File: src/rtl/interrupt_request_resolver.sv
// interrupt_request_resolver
// Request side of an 8259-style interrupt controller. It captures IRQ0-7
// into the IRR and applies the mask. It picks the rotating-priority winner,
// gates that winner against the current ISR for nesting, raises INT, and
// runs the two-pulse INTA handshake.
module interrupt_request_resolver #(
   parameter int VECTOR_BASE_W = 5
) (
   input  logic                     clock,
   input  logic                     reset,
   input  logic [7:0]               interrupt_request,
   input  logic                     level_or_edge_triggered,
   input  logic [7:0]               interrupt_mask,
   input  logic [7:0]               in_service_interrupt,
   input  logic                     interrupt_acknowledge,
   input  logic                     auto_rotate,
   input  logic                     rotate_priority,
   input  logic [2:0]               rotate_level,
   input  logic [VECTOR_BASE_W-1:0] vector_base,
   output logic                     interrupt,
   output logic [7:0]               set_in_service,
   output logic [VECTOR_BASE_W+2:0] interrupt_vector,
   output logic                     vector_valid,
   output logic [7:0]               interrupt_request_register
);

   localparam logic [1:0] STATE_IDLE    = 2'd0;
   localparam logic [1:0] STATE_PENDING = 2'd1;
   localparam logic [1:0] STATE_ACK1    = 2'd2;

   logic [1:0]               state_reg;
   logic [7:0]               irr_reg;
   logic [7:0]               prev_reg;
   logic [2:0]               lowest_reg;
   logic [2:0]               id_reg;
   logic                     holdoff_reg;
   logic                     interrupt_reg;
   logic [7:0]               set_in_service_reg;
   logic [VECTOR_BASE_W+2:0] vector_reg;
   logic                     vector_valid_reg;

   logic [7:0] pending;
   logic [7:0] rot_pending;
   logic [7:0] rot_isr;
   logic       win_found;
   logic [2:0] win_rank;
   logic       isr_found;
   logic [2:0] isr_rank;
   logic [2:0] winner;
   logic       eligible;
   logic       ack_real;
   logic [7:0] irr_clear;
   logic [7:0] irr_capture;
   logic [7:0] irr_next;

   assign pending = irr_reg & ~interrupt_mask;

   // Rotate request and in-service vectors so that bit 0 is the current
   // highest priority (lowest_reg + 1) and bit 7 is the lowest.
   genvar gi;
   generate
      for (gi = 0; gi < 8; gi++) begin : g_rot
         localparam logic [2:0] OFFSET = 3'(gi + 1);
         logic [2:0] slot;
         assign slot            = lowest_reg + OFFSET;
         assign rot_pending[gi] = pending[slot];
         assign rot_isr[gi]     = in_service_interrupt[slot];
      end
   endgenerate

   // Priority encode both rotated vectors; a smaller rank means higher priority.
   always_comb begin
      win_found = 1'b0;
      win_rank  = 3'd0;
      isr_found = 1'b0;
      isr_rank  = 3'd0;
      for (int r = 7; r >= 0; r--) begin
         if (rot_pending[r]) begin
            win_found = 1'b1;
            win_rank  = 3'(r);
         end
         if (rot_isr[r]) begin
            isr_found = 1'b1;
            isr_rank  = 3'(r);
         end
      end
      winner   = lowest_reg + win_rank + 3'd1;
      // Nesting: only a strictly higher-priority request may interrupt service.
      eligible = win_found && (!isr_found || (win_rank < isr_rank));
   end

   // The IRR update uses edge or level capture. Clearing the acknowledged
   // bit overrides a simultaneous capture on that bit.
   always_comb begin
      ack_real    = (state_reg == STATE_PENDING) && interrupt_acknowledge && eligible;
      irr_clear   = ack_real ? (8'd1 << winner) : 8'd0;
      irr_capture = level_or_edge_triggered ? interrupt_request
                                            : (irr_reg | (interrupt_request & ~prev_reg));
      irr_next    = irr_capture & ~irr_clear;
   end

   // State, IRR, priority pointer and registered outputs.
   always_ff @(posedge clock) begin
      if (!reset) begin
         state_reg          <= STATE_IDLE;
         irr_reg            <= 8'd0;
         prev_reg           <= 8'd0;
         lowest_reg         <= 3'd7;
         id_reg             <= 3'd0;
         holdoff_reg        <= 1'b0;
         interrupt_reg      <= 1'b0;
         set_in_service_reg <= 8'd0;
         vector_reg         <= '0;
         vector_valid_reg   <= 1'b0;
      end else begin
         prev_reg           <= interrupt_request;
         irr_reg            <= irr_next;
         set_in_service_reg <= 8'd0;
         vector_valid_reg   <= 1'b0;
         vector_reg         <= '0;

         // An explicit rotate command takes precedence over auto-rotation.
         if (rotate_priority) begin
            lowest_reg <= rotate_level;
         end else if (auto_rotate && ack_real) begin
            lowest_reg <= winner;
         end

         case (state_reg)
            STATE_IDLE: begin
               // One idle cycle after a handshake so the ISR update settles.
               if (holdoff_reg) begin
                  holdoff_reg <= 1'b0;
               end else if (eligible) begin
                  state_reg     <= STATE_PENDING;
                  interrupt_reg <= 1'b1;
               end
            end
            STATE_PENDING: begin
               if (interrupt_acknowledge) begin
                  interrupt_reg <= 1'b0;
                  state_reg     <= STATE_ACK1;
                  if (eligible) begin
                     id_reg             <= winner;
                     set_in_service_reg <= 8'd1 << winner;
                  end else begin
                     // Spurious acknowledge reports level 7 and sets nothing.
                     id_reg <= 3'd7;
                  end
               end else if (!eligible) begin
                  interrupt_reg <= 1'b0;
                  state_reg     <= STATE_IDLE;
               end
            end
            STATE_ACK1: begin
               if (interrupt_acknowledge) begin
                  vector_valid_reg <= 1'b1;
                  vector_reg       <= {vector_base, id_reg};
                  state_reg        <= STATE_IDLE;
                  holdoff_reg      <= 1'b1;
               end
            end
            default: begin
               state_reg     <= STATE_IDLE;
               interrupt_reg <= 1'b0;
            end
         endcase
      end
   end

   assign interrupt                  = interrupt_reg;
   assign set_in_service             = set_in_service_reg;
   assign interrupt_vector           = vector_reg;
   assign vector_valid               = vector_valid_reg;
   assign interrupt_request_register = irr_reg;

endmodule

File: config.mk
export PLATFORM = sky130hd
export DESIGN_NAME = interrupt_request_resolver
export DESIGN_NICKNAME = d
export VERILOG_FILES = /design/src/rtl/interrupt_request_resolver.sv
export SDC_FILE = /design/constraint.sdc
export NUM_CORES = 1
export LEC_CHECK = 0
export ABC_AREA = 1
export CAP_MARGIN = 20
export CORE_MARGIN = 4
export CORE_UTILIZATION = 50
export CTS_CLUSTER_DIAMETER = 120
export DETAILED_ROUTE_END_ITERATION = 12
export PLACE_DENSITY = 0.84
export SLEW_MARGIN = 20
export SYNTH_ARGS = -nofsm -noshare
export SYNTH_HDL_FRONTEND = slang
export SYNTH_SLANG_ARGS = --single-unit
File: constraint.sdc
create_clock -name clock -period 9.7 [get_ports clock]
set_input_delay 2.425 -clock clock [delete_from_list [all_inputs] [get_ports clock]]
set_output_delay 2.425 -clock clock [all_outputs]
set_load 0.02 [all_outputs]
## Word-level counts from Yosys, hierarchy flattened

Index checks and enable logic that the tools add are counted.
Widths: inputs -> output; s select.

- Register bits: 43

- Add/sub/neg operators: 9
- Order comparisons: 9
- Equality and inequality tests: 6
- Shifts and indexed selects: 1
- Muxes and demuxes: 83
- Bitwise logic cells: 8
- Reductions and logical operators: 16

Operators with widths:

| cell | number |
|---|---|
| $mux 3 | 19 |
| $bmux 1 s3 | 16 |
| $mux 1 | 38 |
| $lt 3x4->1 const B | 8 |
| $and 8x8->8 | 3 |
| $not 8->8 | 3 |
| $mux 8 | 2 |
| $add 3x3->3 const B | 4 |
| $reduce_and 4->1 | 3 |
| $mux 2 | 5 |
| $or 8x8->8 | 1 |
| $shl 1x3->8 const A | 1 |
| $add 3x1->3 const B | 2 |
| $add 3x2->3 const B | 2 |
| $ne 2x2->1 const B | 3 |
| $pmux 2 s3 | 1 |
| $reduce_and 2->1 | 3 |
| $logic_and 1x1->1 | 4 |
| $reduce_bool 2->1 | 2 |
| $add 3x3->3 | 1 |
| $lt 3x3->1 | 1 |
| $ne 3x3->1 const B | 1 |
| $pmux 1 s3 | 1 |
| $reduce_and 3->1 | 1 |
| 7 further kinds | 7 |

## Logic depth before layout (Yosys ltp)

Gate-level depths: netlist (run 1).

- Depth in word-level cells: 19
- Depth in mapped cells: 27

## Worst setup path after synthesis (run 1)

No wires, ideal clock.

- Path type: input port to flip-flop
- Start point: input interrupt_mask[3]
- End point: register set_in_service_reg[4] (netlist: set_in_service[4])
- Arrival: 4.387 ns
- Required time: 9.568 ns
- Setup slack: 5.182 ns
- Stages: 19
- Buffers on the path: 0
- Cell sequence: inv_1 -> nand3_1 -> nand3_1 -> nand3_1 -> nand2_1 -> nand2_1 -> nand2_1 -> nand2_1 -> nand2_1 -> nand2_1 -> nand2_1 -> nand2_1 -> ha_1 -> fa_1 -> xor2_1 -> xor2_2 -> inv_2 -> nand2_1 -> nor3_1

- Cells in the longest elaborated chain, start to end: 16
- Elaborated cells between the ends (all ways): 41

Ends and longest elaborated chain:

| what | line | RTL |
|---|---|---|
| from (decl) | 13 | `input logic [7:0] interrupt_mask,` |
| $not 8->8 (*) | 56 | `assign pending = irr_reg & ~interrupt_mask;` |
| $and 8x8->8 (*) | 56 |  |
| branches (longest 14 deep; another with $add 3x3->3) | -- |  |
| to (signal assigned) | 145 | `set_in_service_reg <= 8'd1 << winner;` |
| to (decl) | 38 | `logic [7:0] set_in_service_reg;` |

Every way passes the cells marked *. The select of a mux whose other input is x is not followed.
A chain may end at the register's enable or synchronous reset.

## Final worst setup path (run 1)

- Start point: input interrupt_mask[5]
- End point: register set_in_service_reg[6] (netlist: set_in_service[6])

The elaborated chain is that of the path after synthesis.

==> reports/summary.txt, run 1 <==
Top_reg_cell synth: dfxtp_1
Reg-to-Reg End: set_in_service[6]
FF-to-FF setup slack: 5.43 ns
Worst path depth: 21
Cell taking the most area after synthesis: dfxtp_1
Final wirelength: 6520 um
TritonCTS clock tree: done
RD Place Congestion: 0.885
Top cell type's share of synthesized area: 0.339
Period utilization: 0.519
Die Wd: 79.3 um
Multi-input logic area: 1350 um2
H-tree depth: 2
# IOs: 64
Layout cells sized above 1: 0.0673
Clk sinks: 43
Final setup viols: 0
Unique cell type count in the Yosys netlist: 28
Post-CTS sizing: 0
Fillers: 434
Diodes inserted: 0
Die area: 6290 um2
Post-CTS Setup Inserts: 0
Int Pwr: 336 uW
Clock Power Share: 0.199
Register bit count reported by yosys: 43
Site row count: 25
Pwr per Cell Area: 171 nW/um2
CP max-delay cell: clkdlybuf4s50_1
Worst EP required: 9.85 ns
Worst Hold Class: register to register
Initial Util: 0.528
Area grow syn2layout: 28.4%
Sw Share: 0.399
Max incr delay on CP: 0.45 ns
Mapped Area: 2540 um2
CTS max path bufs: 2
Top post-synthesis cells by count: nand2_1, nand3_1, inv_1
Later-pin clock latency in the skew report: 0.29 ns
Kind of end point of the critical path: register
Worst min-delay path endpoint: interrupt_vector[0]
CTS buffer count: 5
Final min period: 5.04 ns
Nets@finish: 490
Final Skew: 0.00422 ns
Seq. cell area: 861 um2
Vias in the first global route: 2509
Fin. max-slew vios: 0
Reg clk slew, reported paths: 0.07 ns
Pin count of the biggest net entering global routing: 20
Crit path cell chain: clkdlybuf4s50_1 -> inv_1 -> nand3_1 -> nand3_1 -> nand2_1 -> nand2_1 -> nand2_1 -> nand2_1 -> nand2_1 -> nand2_1 -> nand2_1 -> nand2_1 -> nand2_1 -> nand2_1 -> ha_1 -> fa_1 -> xor2_1 -> xor2_2 -> inv_2 -> nand2_1 -> nor3_1
Die H: 79.3 um
Unrepaired setup endpoints after global routing: false
First-pass GRT wire length: 10800 um
Root buffer cell: clkbuf_8
Initial antenna violation count: 0
Max-cap violations: 0
Final WS setup: 4.66 ns
GRT Util Overall: 0.214
Most numerous cell on the critical path: nand2_1
DR iter-0 viols: 177
F_max: 199 MHz
Reg2Reg Depth: 17
Buffers on Ports: 63
Mean Syn Cell Area: 6.57 um2
Worst hold start: id_reg[0]
Dpl hpwl: 4960 um
Async SR Flop Fraction: 0
Routed vias/inst: 5.12
Core Area: 4820 um2
Crit path max-delay family: simple AND/OR/NAND/NOR gates
Routed Antenna Nets: 0
Most common cell in the netlist: nand2_1
Status: finished, final reports clean
CP Launch Type: input pin
Via count: 2624
Least-Margin Pin Slew: 0.747 ns
Critical path arrival: 5.19 ns
WP buf/inv: 3
Routed len/inst: 12.7 um
P_sw: 223 uW
CP max FO: 5
Largest vdd supply drop: 0.116 mV
Post-synthesis sequential area ratio: 0.339
Worst hold stages: 2
Pre-CTS WS: 4.41 ns
Synthesized Nets: 431
Post-CTS Hold Buffers: 0
Setup TNS: 0 ns
LEAKAGE: 0.00163 uW
DRC viols: 0
Slew margin rel.: 0.501
Kind of critical path: input pin to register
Synth Warn #: 0
Final hold vios: 0
Most area-consuming cells after synthesis: dfxtp_1, nand2_1, nand3_1
Critical R2R Launch: lowest_reg[1]
Gr ovfl total: 0
Cells after Synth: 387
EDFF count, synth: 0
Share of power burned in registers: 0.364
Comb power frac: 0.437
TritonRoute pass-1 iters: 5
worst reg2reg max path, cell delays in order, from the launching register on:
cell and delay (ns):
dfxtp_1 0.66, clkinv_1 0.49, ha_1 0.60, clkinv_1 0.29
o21ai_1 0.24, o21ai_0 0.16, nor3_1 0.26, o21ai_0 0.13
ha_1 0.33, nand2_1 0.08, inv_1 0.04, nand2_1 0.06
nand2_1 0.06, nand2_2 0.08, nand2_2 0.08, nor2_4 0.23
nand2_1 0.16, nor3_1 0.23
worst max path at each step:
stage	from	end	slack [ns]
6_report	interrupt_mask[5]	set_in_service[6]	4.66
5_1_grt	in_service_interrupt[3]	set_in_service[6]	4.37
4_1_cts	interrupt_mask[5]	set_in_service[6]	4.68
3_5_place_dp	interrupt_mask[5]	set_in_service[7]	4.41
3_3_place_gp	interrupt_mask[1]	interrupt_request_register[0]	4.48
2_1_floorplan	interrupt_mask[3]	set_in_service[4]	5.18
stage by stage:
| stage | total power [uW] | utilization | hold WS, ns | area [um2] | cells |
|---|---|---|---|---|---|
| detailed placement | 448 | 0.660 | 0.431 | 3180 | 506 |
| global route | 603 | 0.678 | 0.469 | 3270 | 513 |
| finish | 559 | 0.678 | 0.438 | 3270 | 513 |
| global placement | 439 | 0.660 | 0.427 | 3180 | 506 |
| floorplan | 385 | - | 0.416 | 2540 | 387 |
| CTS | 561 | 0.678 | 0.443 | 3270 | 513 |
power groups by stage:
| stage | logic (uW) | clock network [uW] | registers, uW |
|---|---|---|---|
| 2_1_floorplan | 178 | 0 | 207 |
| 3_3_place_gp | 232 | 0 | 206 |
| 3_5_place_dp | 241 | 0 | 207 |
| 4_1_cts | 243 | 115 | 203 |
| 5_1_grt | 276 | 122 | 205 |
| 6_report | 245 | 111 | 203 |
layer usage:
metal / wire length [um] / global-route usage / share of wire / vias up
met4: 153 / 0.0773 / 0.023 / 0
li1: - / - / - / 1359
met3: 377 / 0.0420 / 0.058 / 17
met2: 3180 / 0.376 / 0.49 / 83
met1: 2810 / 0.259 / 0.43 / 1165
met5: 0 / 0 / 0 / -
final cells by class:
cell class,count,share of cell area
sequential,43,0.264
timing repair buffer,63,0.193
tap,67,0.0257
clock inverter,1,0.00153
inverter,67,0.0778
clock buffer,6,0.0253
multi-input combinational,266,0.413
cells in the final DEF (no fill, tap or decap), types with 4 or more instances in the layout:
cell type and instances:
nor2_1 30, nand2_1 97, nand2_2 4, dfxtp_1 43, clkdlybuf4s50_1 63, a31oi_1 6, clkbuf_8 6, o21ai_1 7
nand4_1 7, a31o_2 8, ha_1 5, o21ai_0 4, a21oi_1 20, nand3_1 64, inv_1 61
kinds of logic (layout without fill, tap and decap cells):
family,count (synthesis),after routing,share of synthesized area
buffers and inverters,78,137,0.131
flip-flops,43,43,0.339
XOR/XNOR,5,5,0.0290
AO/OA/AOI/OAI,46,46,0.106
adder cells (fa/ha/maj),6,6,0.0325
AND/OR/NAND/NOR,209,209,0.363
Note: power is estimated with default switching activity, not from simulation.
==> run 2: changes to the inputs <==
--- a/config.mk
+++ b/config.mk
@@ -8,10 +8,10 @@
 export ABC_AREA = 1
 export CAP_MARGIN = 20
 export CORE_MARGIN = 4
-export CORE_UTILIZATION = 50
+export CORE_UTILIZATION = 45
 export CTS_CLUSTER_DIAMETER = 120
 export DETAILED_ROUTE_END_ITERATION = 12
-export PLACE_DENSITY = 0.84
+export PLACE_DENSITY = 0.8
 export SLEW_MARGIN = 20
 export SYNTH_ARGS = -nofsm -noshare
 export SYNTH_HDL_FRONTEND = slang
==> constraint.sdc (replaced) <==
create_clock -name clock -period 4.1 [get_ports clock]
set_input_delay 1.025 -clock clock [delete_from_list [all_inputs] [get_ports clock]]
set_output_delay 1.025 -clock clock [all_outputs]
set_load 0.02 [all_outputs]
==> reports/summary.txt, run 2 (synthesis gave the netlist of run 1 again) <==
Period utilization: 0.871
Root buffer cell: clkbuf_8 (unchanged)
Dpl hpwl: 5050 um (was 4960 um)
# IOs: 64 (unchanged)
P_sw: 533 uW (was 223 uW)
Critical path arrival: 3.75 ns (was 5.19 ns)
H-tree depth: 2 (unchanged)
Multi-input logic area: 1350 um2 (unchanged)
Die Wd: 83.2 um (was 79.3 um)
Share of power burned in registers: 0.339 (was 0.364)
Initial antenna violation count: 0 (unchanged)
Least-Margin Pin Slew: 0.506 ns (was 0.747 ns)
CP Launch Type: input pin (unchanged)
Slew margin rel.: 0.662 (was 0.501)
GRT Util Overall: 0.192 (was 0.214)
Post-CTS Hold Buffers: 0 (unchanged)
Die H: 83.2 um (was 79.3 um)
Reg clk slew, reported paths: 0.08 ns (was 0.07 ns)
Comb power frac: 0.420 (was 0.437)
Worst Hold Class: register to register (unchanged)
Clk sinks: 43 (unchanged)
Routed Antenna Nets: 0 (unchanged)
Unrepaired setup endpoints after global routing: false (unchanged)
TritonRoute pass-1 iters: 4 (was 5)
Commonest non-fill, non-tap cell in the layout: nand2_1 (unchanged)
CP max FO: 5 (unchanged)
Crit. Startpoint: interrupt_mask[7] (was interrupt_mask[5])
F_max: 280 MHz
Pwr per Cell Area: 418 nW/um2 (was 171 nW/um2)
Nets@finish: 497 (was 490)
Final WS setup: 0.527 ns (was 4.66 ns)
Core Area: 5510 um2 (was 4820 um2)
Seq. cell area: 861 um2 (unchanged)
Status: finished, final reports clean (unchanged)
Layout cells sized above 1: 0.0837 (was 0.0673)
Pin count of the biggest net entering global routing: 19 (was 20)
Worst hold start: interrupt (was id_reg[0])
CTS buffer count: 5 (unchanged)
Pre-CTS WS: 0.285 ns (was 4.41 ns)
Later-pin clock latency in the skew report: 0.30 ns (was 0.29 ns)
Final setup viols: 0 (unchanged)
Area grow syn2layout: 31.9% (was 28.4%)
Initial Util: 0.462 (was 0.528)
Buffers on Ports: 63 (unchanged)
Final min period: 3.57 ns
Max-cap violations: 0 (unchanged)
Die area: 6920 um2 (was 6290 um2)
Fillers: 503 (was 434)
Largest vdd supply drop: 0.298 mV (was 0.116 mV)
Routed len/inst: 12.4 um (was 12.7 um)
TritonCTS clock tree: done (unchanged)
Diodes inserted: 0 (unchanged)
Worst EP required: 4.28 ns (was 9.85 ns)
CTS max path bufs: 2 (unchanged)
LEAKAGE: 0.00168 uW (was 0.00163 uW)
Setup TNS: 0 ns (unchanged)
Kind of end point of the critical path: register (unchanged)
Vias in the first global route: 2600 (was 2509)
Most frequent cells in the layout: nand2_1, nand3_1, clkdlybuf4s50_1 (unchanged)
Final Skew: 0.00351 ns (was 0.00422 ns)
DRC viols: 0 (unchanged)
Via count: 2676 (was 2624)
DR iter-0 viols: 134 (was 177)
First-pass GRT wire length: 11200 um (was 10800 um)
RD Place Congestion: 0.862 (was 0.885)
Fin. max-slew vios: 0 (unchanged)
Post-CTS Setup Inserts: 0 (unchanged)
Site row count: 27 (was 25)
Post-CTS sizing: 0 (unchanged)
Routed vias/inst: 5.09 (was 5.12)
Sw Share: 0.380 (was 0.399)
Int Pwr: 870 uW (was 336 uW)
Clock Power Share: 0.241 (was 0.199)
Gr ovfl total: 0 (unchanged)
Kind of critical path: input pin to register (unchanged)
Final hold vios: 0 (unchanged)
Final wirelength: 6550 um (was 6520 um)
Critical R2R Launch: lowest_reg[0] (was lowest_reg[1])
Final Hold Slack: 0.452 ns (was 0.438 ns)
==> run 2: changes by cell type in the layout (fill, tap and decap cells not counted), sizes merged <==
cell,previous run,this run
bufinv,0,1
buf,0,7
==> run 2: metrics by stage <==
stage          instances   util  cell area (um2)  power [uW]
2_1_floorplan        387      -             2540         910
3_3_place_gp         518  0.588             3240        1050
3_5_place_dp         518  0.588             3240        1070
4_1_cts              526  0.609             3350        1410
5_1_grt              526  0.609             3350        1510
6_report             526  0.609             3350        1400
==> run 2: critical path: stages <==
cell and delay, ns:
clkdlybuf4s50_1 0.45, inv_1 0.05, nand3_1 0.11, nand3_1 0.09
nand2_1 0.08, nand2_1 0.05, nand2_1 0.08, nand2_1 0.06
nand2_1 0.05, nand2_1 0.04, nand2_1 0.05, nand2_1 0.05
nand2_1 0.05, nand2_1 0.07, ha_1 0.20, fa_1 0.37
xor2_1 0.26, xor2_2 0.28, inv_2 0.10, nand2_1 0.15
nor3_1 0.06
==> run 2: power groups by stage <==
stage	registers (uW)	clock network (uW)	logic, uW
finish	475	338	589
global route	478	360	669
CTS	475	344	589
detailed placement	484	0	583
global placement	484	0	571
floorplan	490	0	421
==> run 2: cell type report <==
type,instances,area share
Tap cell,72,0.0269
Clock inverter,2,0.0104
Timing Repair Buffer,70,0.204
Inverter,67,0.0757
Multi-Input combinational cell,266,0.402
Sequential cell,43,0.257
Clock buffer,6,0.0246
==> run 2: routing by layer <==
layer,up-vias,GRT usage,part of all wire
met5,-,0,0
met4,0,0.0579,0.013
li1,1377,-,-
met2,87,0.345,0.50
met1,1201,0.221,0.41
met3,11,0.0516,0.075
==> run 2: final timing paths <==
check	cells past startpoint	slack [ns]	to
setup reg to reg	21	0.77	set_in_service[4]
hold / removal	2	0.45	interrupt
hold reg to reg	2	0.45	interrupt
setup / recovery	21	0.53	set_in_service[4]
==> variant (config.mk and constraints of run 1) <==
Set the parameter `VECTOR_BASE_W` to 10 (it was 5).
--- a/src/rtl/interrupt_request_resolver.sv
+++ b/src/rtl/interrupt_request_resolver.sv
@@ -4,7 +4,7 @@
 // gates that winner against the current ISR for nesting, raises INT, and
 // runs the two-pulse INTA handshake.
 module interrupt_request_resolver #(
-   parameter int VECTOR_BASE_W = 5
+   parameter int VECTOR_BASE_W = 10
 ) (
    input  logic                     clock,
    input  logic                     reset,
Interface: changed (resized interrupt_vector and vector_base); port bits go from 64 to 74. The function was not compared with the original's and may differ.
==> variant against run 1 <==
Hold slack got worse by 13 ps; area after synthesis is 8.6% higher; worst setup slack improved by 130 ps; via count grew 7.0%; highest routed layer unchanged; wire length rose by 4.2%; combinational power is 3% higher; critical path depth up 2; clock skew rose by 8.9 ps; total power is 10% higher; final area up 11%; largest cell class unchanged; critical endpoint is now set_in_service[4]; non-clock buffer count up 10; sequential cell count is 5 higher.
==> variant: results (changes against run 1) <==
metric;value;unit;change
status;finished clean;;
synthTopCellsByCount;nand2_1, inv_1, nand3_1;;
min_path_type;reg -> reg;;
placed_cell_area;3507;um2;+10%
globalplace.congestion;0.8820;;-0.34%
arrival;5080;ps;-110 ps
groute.usage.overall;0.2087;;-0.005756
synth_fp_nets;469;;+8.8%
clkTransAtPathRegs;90;ps;+20 ps
ys_top_cells_by_area;dfxtp_1, nand2_1, nand3_1;;
drt_iter0_drc;189;;+6.8%
grt_first_pass_wirelength;11.07;mm;+2.9%
pre_cts_ws;4490;ps;+76.50 ps
viasPerCell;4.995;;-2.4%
r2r-end;set_in_service[4];;
wl_per_cell;12.08;um;-4.9%
cp_max_fo;3;;-2
leakage;1.824;nW;+12%
crit-reg2reg-launch;lowest_reg[1];;
crit_path_top_delay_cell;clkdlybuf4s50_1;;
synth-seq-area-share;0.3480;;+0.009401
layout.nets;540;;+10%
synthDistinctLibCells;31;;+11%
nFillCells;415;;-4.4%
worst_slew_pin_slew;786.5;ps;+39.04 ps
io_buffer_count;73;;+16%
grt_max_degree;20;;unchanged
grt_pass1_vias;2641;;+5.3%
worstHoldPathCells;2;;unchanged
clk_latency;310;ps;+20 ps
vdd_drop_max;0.1192;mV;+3.0%
hold_start;id_reg[2];;
slowest_delay;450;ps;about the same
regToRegSetupSlack;5550;ps;+120 ps
antenna_found_initial;0;;unchanged
skew;13.09;ps;+8.872 ps
holdWs;424.9;ps;-12.86 ps
r2r_cells;23;;+6
drive_above_1_share;0.07724;;+0.009971
synthCells;420;;+8.5%
holdPathEnd;interrupt_vector[2];;
cts_resized;0;;unchanged
fin_ws;4798;ps;+133.6 ps
place.detailed.hpwl;5.248;mm;+5.9%
switching_share;0.3805;;-0.01847
dpl.cell_count;554;;+9.5%
drc;0;;unchanged
yosysWarnings;0;;unchanged
synth_ff_type;dfxtp_1;;
totalWireLength;6.788;mm;+4.2%
[variant: final cells by class]
class	instances	area (um2)	share of cell area
sequential	48	960.9	0.2658
multi-input combinational	282	1419	0.3925
timing repair buffer	73	730.7	0.2021
tap	70	87.58	0.02423
clock inverter	2	35.03	0.009692
clock buffer	6	72.57	0.02008
inverter	81	309.0	0.08550
[variant: worst max path at each step]
stage	cells past startpoint	from	endpoint
CTS	22	interrupt_mask[7]	set_in_service[4]
global placement	23	interrupt_mask[4]	set_in_service[7]
finish	23	interrupt_mask[4]	set_in_service[4]
detailed placement	22	interrupt_mask[7]	set_in_service[4]
global route	22	interrupt_mask[1]	set_in_service[6]
floorplan	21	interrupt_mask[3]	set_in_service[4]
[variant: power by group through the flow]
stage,registers [mW],logic (mW),clock network [mW]
2_1_floorplan,0.229,0.187,0
5_1_grt,0.226,0.289,0.151
4_1_cts,0.225,0.253,0.143
6_report,0.224,0.252,0.141
3_3_place_gp,0.228,0.246,0
3_5_place_dp,0.229,0.251,0
[variant: cell families after synthesis]
kind of cell,Yosys count,synth area share
xor+xnor,5,0.02673
fa+ha+maj,6,0.02991
simple gates,234,0.3865
compound gates,37,0.07069
flops,48,0.3480
buf+inv,90,0.1382
[variant: routing by layer]
layer	GRT usage	routed length (um)	share of wire	vias to the layer above
li1	-	-	-	1448
met1	0.2364	2940	0.43	1248
met2	0.3782	3233	0.48	97
met3	0.05640	498	0.073	14
met4	0.06312	115	0.017	0
met5	0	0	0	-
[variant: critical path, delay by kind of cell]
kind	cells	cell delay [ps]
xor+xnor	2	470
fa+ha+maj	2	560
buf+inv	4	650
simple gates	15	950
